### src/rtl/noc_link_sender.sv
// Output link stage: drains the local circular buffer onto one inter-router link
// under downstream on/off flow control, tracks packet framing and keeps debug counters.
module noc_link_sender #(
    parameter int unsigned FLIT_W = 34,
    parameter int unsigned CNT_W  = 16
) (
    input  logic              clk,
    input  logic              rst,
    input  logic              enable_i,
    input  logic [FLIT_W-1:0] buf_data_i,
    input  logic              buf_empty_i,
    output logic              buf_read_o,
    input  logic              dn_on_off_i,
    output logic              link_valid_o,
    output logic [FLIT_W-1:0] link_flit_o,
    output logic              pkt_active_o,
    output logic              proto_err_o,
    input  logic              clear_i,
    output logic [CNT_W-1:0]  flit_cnt_o,
    output logic [CNT_W-1:0]  pkt_cnt_o,
    output logic [CNT_W-1:0]  stall_cnt_o
);

    localparam logic [1:0]       FT_HEAD = 2'b00;
    localparam logic [1:0]       FT_BODY = 2'b01;
    localparam logic [1:0]       FT_TAIL = 2'b10;
    localparam logic [1:0]       FT_HT   = 2'b11;
    localparam logic [CNT_W-1:0] CNT_MAX = {CNT_W{1'b1}};

    typedef enum logic {
        IDLE   = 1'b0,
        ACTIVE = 1'b1
    } state_t;

    state_t     state_q;
    state_t     state_d;
    logic       dn_on_q;
    logic       pop;
    logic       stall;
    logic       frame_err;
    logic       pkt_done;
    logic [1:0] ftype;

    function automatic logic [CNT_W-1:0] sat_inc(input logic [CNT_W-1:0] v, input logic inc);
        return (inc && (v != CNT_MAX)) ? v + CNT_W'(1) : v;
    endfunction

    assign ftype      = buf_data_i[FLIT_W-1 -: 2];
    assign pop        = enable_i & ~buf_empty_i & dn_on_q & ~rst;
    assign buf_read_o = pop;
    assign stall      = enable_i & ~buf_empty_i & ~dn_on_q;
    assign pkt_done   = pop & ((ftype == FT_TAIL) | (ftype == FT_HT));

    // Framing FSM: state register
    always_ff @(posedge clk or posedge rst) begin
        if (rst) state_q <= IDLE;
        else     state_q <= state_d;
    end

    // Framing FSM: next state and framing check, evaluated only on a pop
    always_comb begin
        state_d   = state_q;
        frame_err = 1'b0;
        if (pop) begin
            case (ftype)
                FT_HEAD: begin frame_err = (state_q == ACTIVE); state_d = ACTIVE; end
                FT_BODY: begin frame_err = (state_q == IDLE);   state_d = ACTIVE; end
                FT_TAIL: begin frame_err = (state_q == IDLE);   state_d = IDLE;   end
                FT_HT:   begin frame_err = (state_q == ACTIVE); state_d = IDLE;   end
                default: ;
            endcase
        end
    end

    // Framing FSM: outputs
    always_comb begin
        pkt_active_o = 1'b0;
        if (state_q == ACTIVE) pkt_active_o = 1'b1;
    end

    // Link register; flit holds when nothing is popped
    always_ff @(posedge clk or posedge rst) begin
        if (rst) begin
            dn_on_q      <= 1'b0;
            link_valid_o <= 1'b0;
            link_flit_o  <= '0;
        end else begin
            dn_on_q      <= dn_on_off_i;
            link_valid_o <= pop;
            if (pop) link_flit_o <= buf_data_i;
        end
    end

    // Sticky error flag and saturating statistics; clear wins over increment
    always_ff @(posedge clk or posedge rst) begin
        if (rst) begin
            proto_err_o <= 1'b0;
            flit_cnt_o  <= '0;
            pkt_cnt_o   <= '0;
            stall_cnt_o <= '0;
        end else if (clear_i) begin
            proto_err_o <= 1'b0;
            flit_cnt_o  <= '0;
            pkt_cnt_o   <= '0;
            stall_cnt_o <= '0;
        end else begin
            if (frame_err) proto_err_o <= 1'b1;
            flit_cnt_o  <= sat_inc(flit_cnt_o, pop);
            pkt_cnt_o   <= sat_inc(pkt_cnt_o, pkt_done);
            stall_cnt_o <= sat_inc(stall_cnt_o, stall);
        end
    end

endmodule

### config.mk
export PLATFORM = sky130hd
export DESIGN_NAME = noc_link_sender
export DESIGN_NICKNAME = d
export VERILOG_FILES = /design/src/rtl/noc_link_sender.sv
export SDC_FILE = /design/constraint.sdc
export NUM_CORES = 1
export LEC_CHECK = 0
export ABC_AREA = 0
export ABC_CLOCK_PERIOD_IN_PS = 10300
export BUFFER_PORTS_ARGS = -buffer_cell sky130_fd_sc_hd__buf_2
export CORE_AREA = 5 5 104 106
export CTS_BUF_LIST = sky130_fd_sc_hd__clkbuf_4 sky130_fd_sc_hd__clkbuf_8 sky130_fd_sc_hd__clkbuf_16
export CTS_CLUSTER_SIZE = 40
export DETAILED_ROUTE_END_ITERATION = 8
export DIE_AREA = 0 0 109 111
export GPL_ROUTABILITY_DRIVEN = 0
export PLACE_DENSITY_LB_ADDON = 0.2
export SYNTH_ARGS = -nofsm -noshare
export SYNTH_HDL_FRONTEND = slang
export SYNTH_SLANG_ARGS = --single-unit
### constraint.sdc
create_clock -name clk -period 10.3 [get_ports clk]
set_clock_uncertainty 0.2 [all_clocks]
set_input_delay 3.09 -clock clk [delete_from_list [all_inputs] [get_ports clk]]
set_output_delay 3.09 -clock clk [all_outputs]
set_load 0.05 [all_outputs]
==> flow_metrics.tcl <==
set metrics [dict create \
    status "finished clean" \
    hold_viol 0 \
    clkPwrFrac_pct 29.3 \
    core_sq_um 9680 \
    layout-area-overhead-vs-synth_pct 21.9 \
    layout_setup_ws_ns 2.29 \
    swShare_pct 36.5 \
    grt_pass1_vias 3712 \
    post-route-period-util_pct 77.8 \
    cp_max_fo 53 \
    die_w_microns 109 \
    dpl.hpwl_microns 7510 \
    viasPerCell 5.43 \
    p_leak_nw 2.57 \
    synthesis.yosys.warnings 0 \
    relSlewSlack_pct 48.6 \
    maxCapViolations 0 \
    cts_tree "done" \
    grt_max_degree 61 \
    grt_pass1_wl_microns 18100 \
    cts_setup_buffers 0 \
    tns_ns 0 \
    netlist_area_sq_um 4250 \
    ys.flop_type "dfrtp_1" \
    synth_nets 513 \
    yosys_register_bits 86 \
    drc 0 \
    initial_core_util_pct 43.9 \
    place_ws_ns 2.23 \
    synthTopCellsByArea "dfrtp_1, nand2_1, a21oi_1, or4_1, o31ai_1" \
    rows 36 \
    path_clk_slew_ns 0.09 \
    ys_types 40 \
    cts_resized 0 \
    overflow 0 \
    switching_power_uw 287 \
    power_density_nw_per_um2 152 \
    synth_top_area_share_pct 50.6 \
    worstMarginPinSlew_ns 0.764 \
    antenna_found_initial 0 \
    cts_buffers 9 \
    setup_viol 0 \
    drive_gt1_share_pct 26.9 \
    max_freq_mhz 125 \
    synth_common_cells "nand2_1, dfrtp_1, a21oi_1" \
    finalPower_uw 786 \
    hold_class "reg2reg" \
    nets 630 \
    cp-start-kind "primary input" \
    crit_required_ns 7.01 \
    seqPwrFrac_pct 48.3 \
    clock_latency_ns 0.36 \
    io_pins 126 \
    cts-root-buf "clkbuf_8" \
    yosys.area.top_type "dfrtp_1" \
    die_area_sq_um 12100 \
    syn_avg_cell_area_sq_um 9.09 \
    num_antenna_cells 0 \
    h-tree-depth 3 \
    min_period_ns 8.01 \
    path_class "in2out" \
    endpoint_kind "output port" \
    final_util_pct 53.6 \
    first_pass_iters 4 \
    vias 3928 \
    rsz0062_at_grt "false" \
    combPwrFrac_pct 22.4 \
    worst_ep_arrival_time_ns 4.72 \
    die_h_microns 111 \
    yosysMostFrequentCell "nand2_1" \
    ant_nets 0 \
    peakVddDrop_mv 0.105 \
    cts.sinks 86 \
    cts_hold_buf 0 \
    synth_edf_count 0 \
    p_int_uw 499 \
    wl_per_cell_microns 14.9 \
    port_buffers 125 \
    cts_buffer_depth 2 \
    synthCells 468 \
    drv_slew 0 \
    yosysSeqAreaShare_pct 50.6 \
    routed_wirelength_microns 10800 \
    grt_usage_pct 18.3 \
    drt_iter0_drc 205 \
    async_reset_ff_share_pct 100 \
    fin_hold_ws_ns 0.269 \
]
[final cells by class]
type | instances | area, sq um
Timing Repair Buffer | 129 | 656
Clock buffer | 10 | 138
Fill cell | 923 | 4500
Inverter | 14 | 53.8
Sequential cell | 86 | 2150
Multi-Input combinational cell | 345 | 1970
Tap cell | 133 | 166
Clock inverter | 6 | 52.6
[flip-flops by register name, summed over array words and instances, names as in the netlist]
register      count
dn_on_q           1
flit_cnt_o       16
link_flit_o      34
link_valid_o      1
pkt_cnt_o        16
proto_err_o       1
stall_cnt_o      16
state_q           1
[power by group through the flow]
stage	sequential, mW	clock, mW	combinational [mW]
2_1_floorplan	0.479	0	0.0355
3_5_place_dp	0.384	0	0.180
3_3_place_gp	0.386	0	0.177
5_1_grt	0.383	0.251	0.189
4_1_cts	0.380	0.236	0.179
6_report	0.380	0.230	0.176
[cell usage in the layout (no fill, tap or decap), drive strengths merged]
cell     instances
or2              2
nor3             5
and2             2
nand4           13
xnor2            1
buf            129
mux2            14
nand4bb          2
nor2b           12
a211oi           4
o31ai           15
nor4            10
o311ai           3
nor2            20
a21oi           34
nand3b           1
clkinv           5
or4             18
or3b             1
nand3           15
inv             15
o211a            2
or4b             3
or3             11
and4             4
clkbuf          10
ha               5
and4bb           1
mux2i            2
dfrtp           86
nand2          124
and3             4
o21ai           11
o41ai            6
[cells by family after synthesis]
logic type / share of synthesized area (%)
AOI/OAI and AO/OA: 11.0
buffers and inverters: 3.38
DFF: 50.6
and+or+nand+nor: 29.2
xor gates and xnor gates: 0.206
muxes: 4.18
adders and majority gates: 1.47
[worst max-delay path, stage by stage]
cell and delay, ns:
buf_2 0.11, nand4bb_2 0.22, buf_4 0.28, inv_2 0.60, buf_2 0.39
[stage by stage]
stage / instances / area [sq um]
after floorplan: 468 / 4250
after global placement: 707 / 5000
after detailed placement: 707 / 5000
after CTS: 723 / 5190
after global routing: 723 / 5190
final: 723 / 5190
[final timing paths]
kind                                      from             end  slack [ns]  depth (start not counted)
worst min register to register  stall_cnt_o[6]  stall_cnt_o[6]        0.27                          1
min in group asynchronous                  rst         dn_on_q        2.56                          2
worst max register to register         dn_on_q   pkt_cnt_o[15]        7.35                          6
max in group asynchronous                  rst    pkt_cnt_o[1]        6.24                          3
worst min-delay path            stall_cnt_o[6]  stall_cnt_o[6]        0.27                          1
worst max-delay path                       rst      buf_read_o        2.29                          5
[layer usage]
layer,wire (microns),vias to the layer above,global-route usage [%]
met1,4950,1869,26.0
li1,-,1915,-
met3,800,16,4.78
met5,0,-,0
met2,4820,128,26.5
met4,231,0,6.99
(Power assumes the default switching activity.)
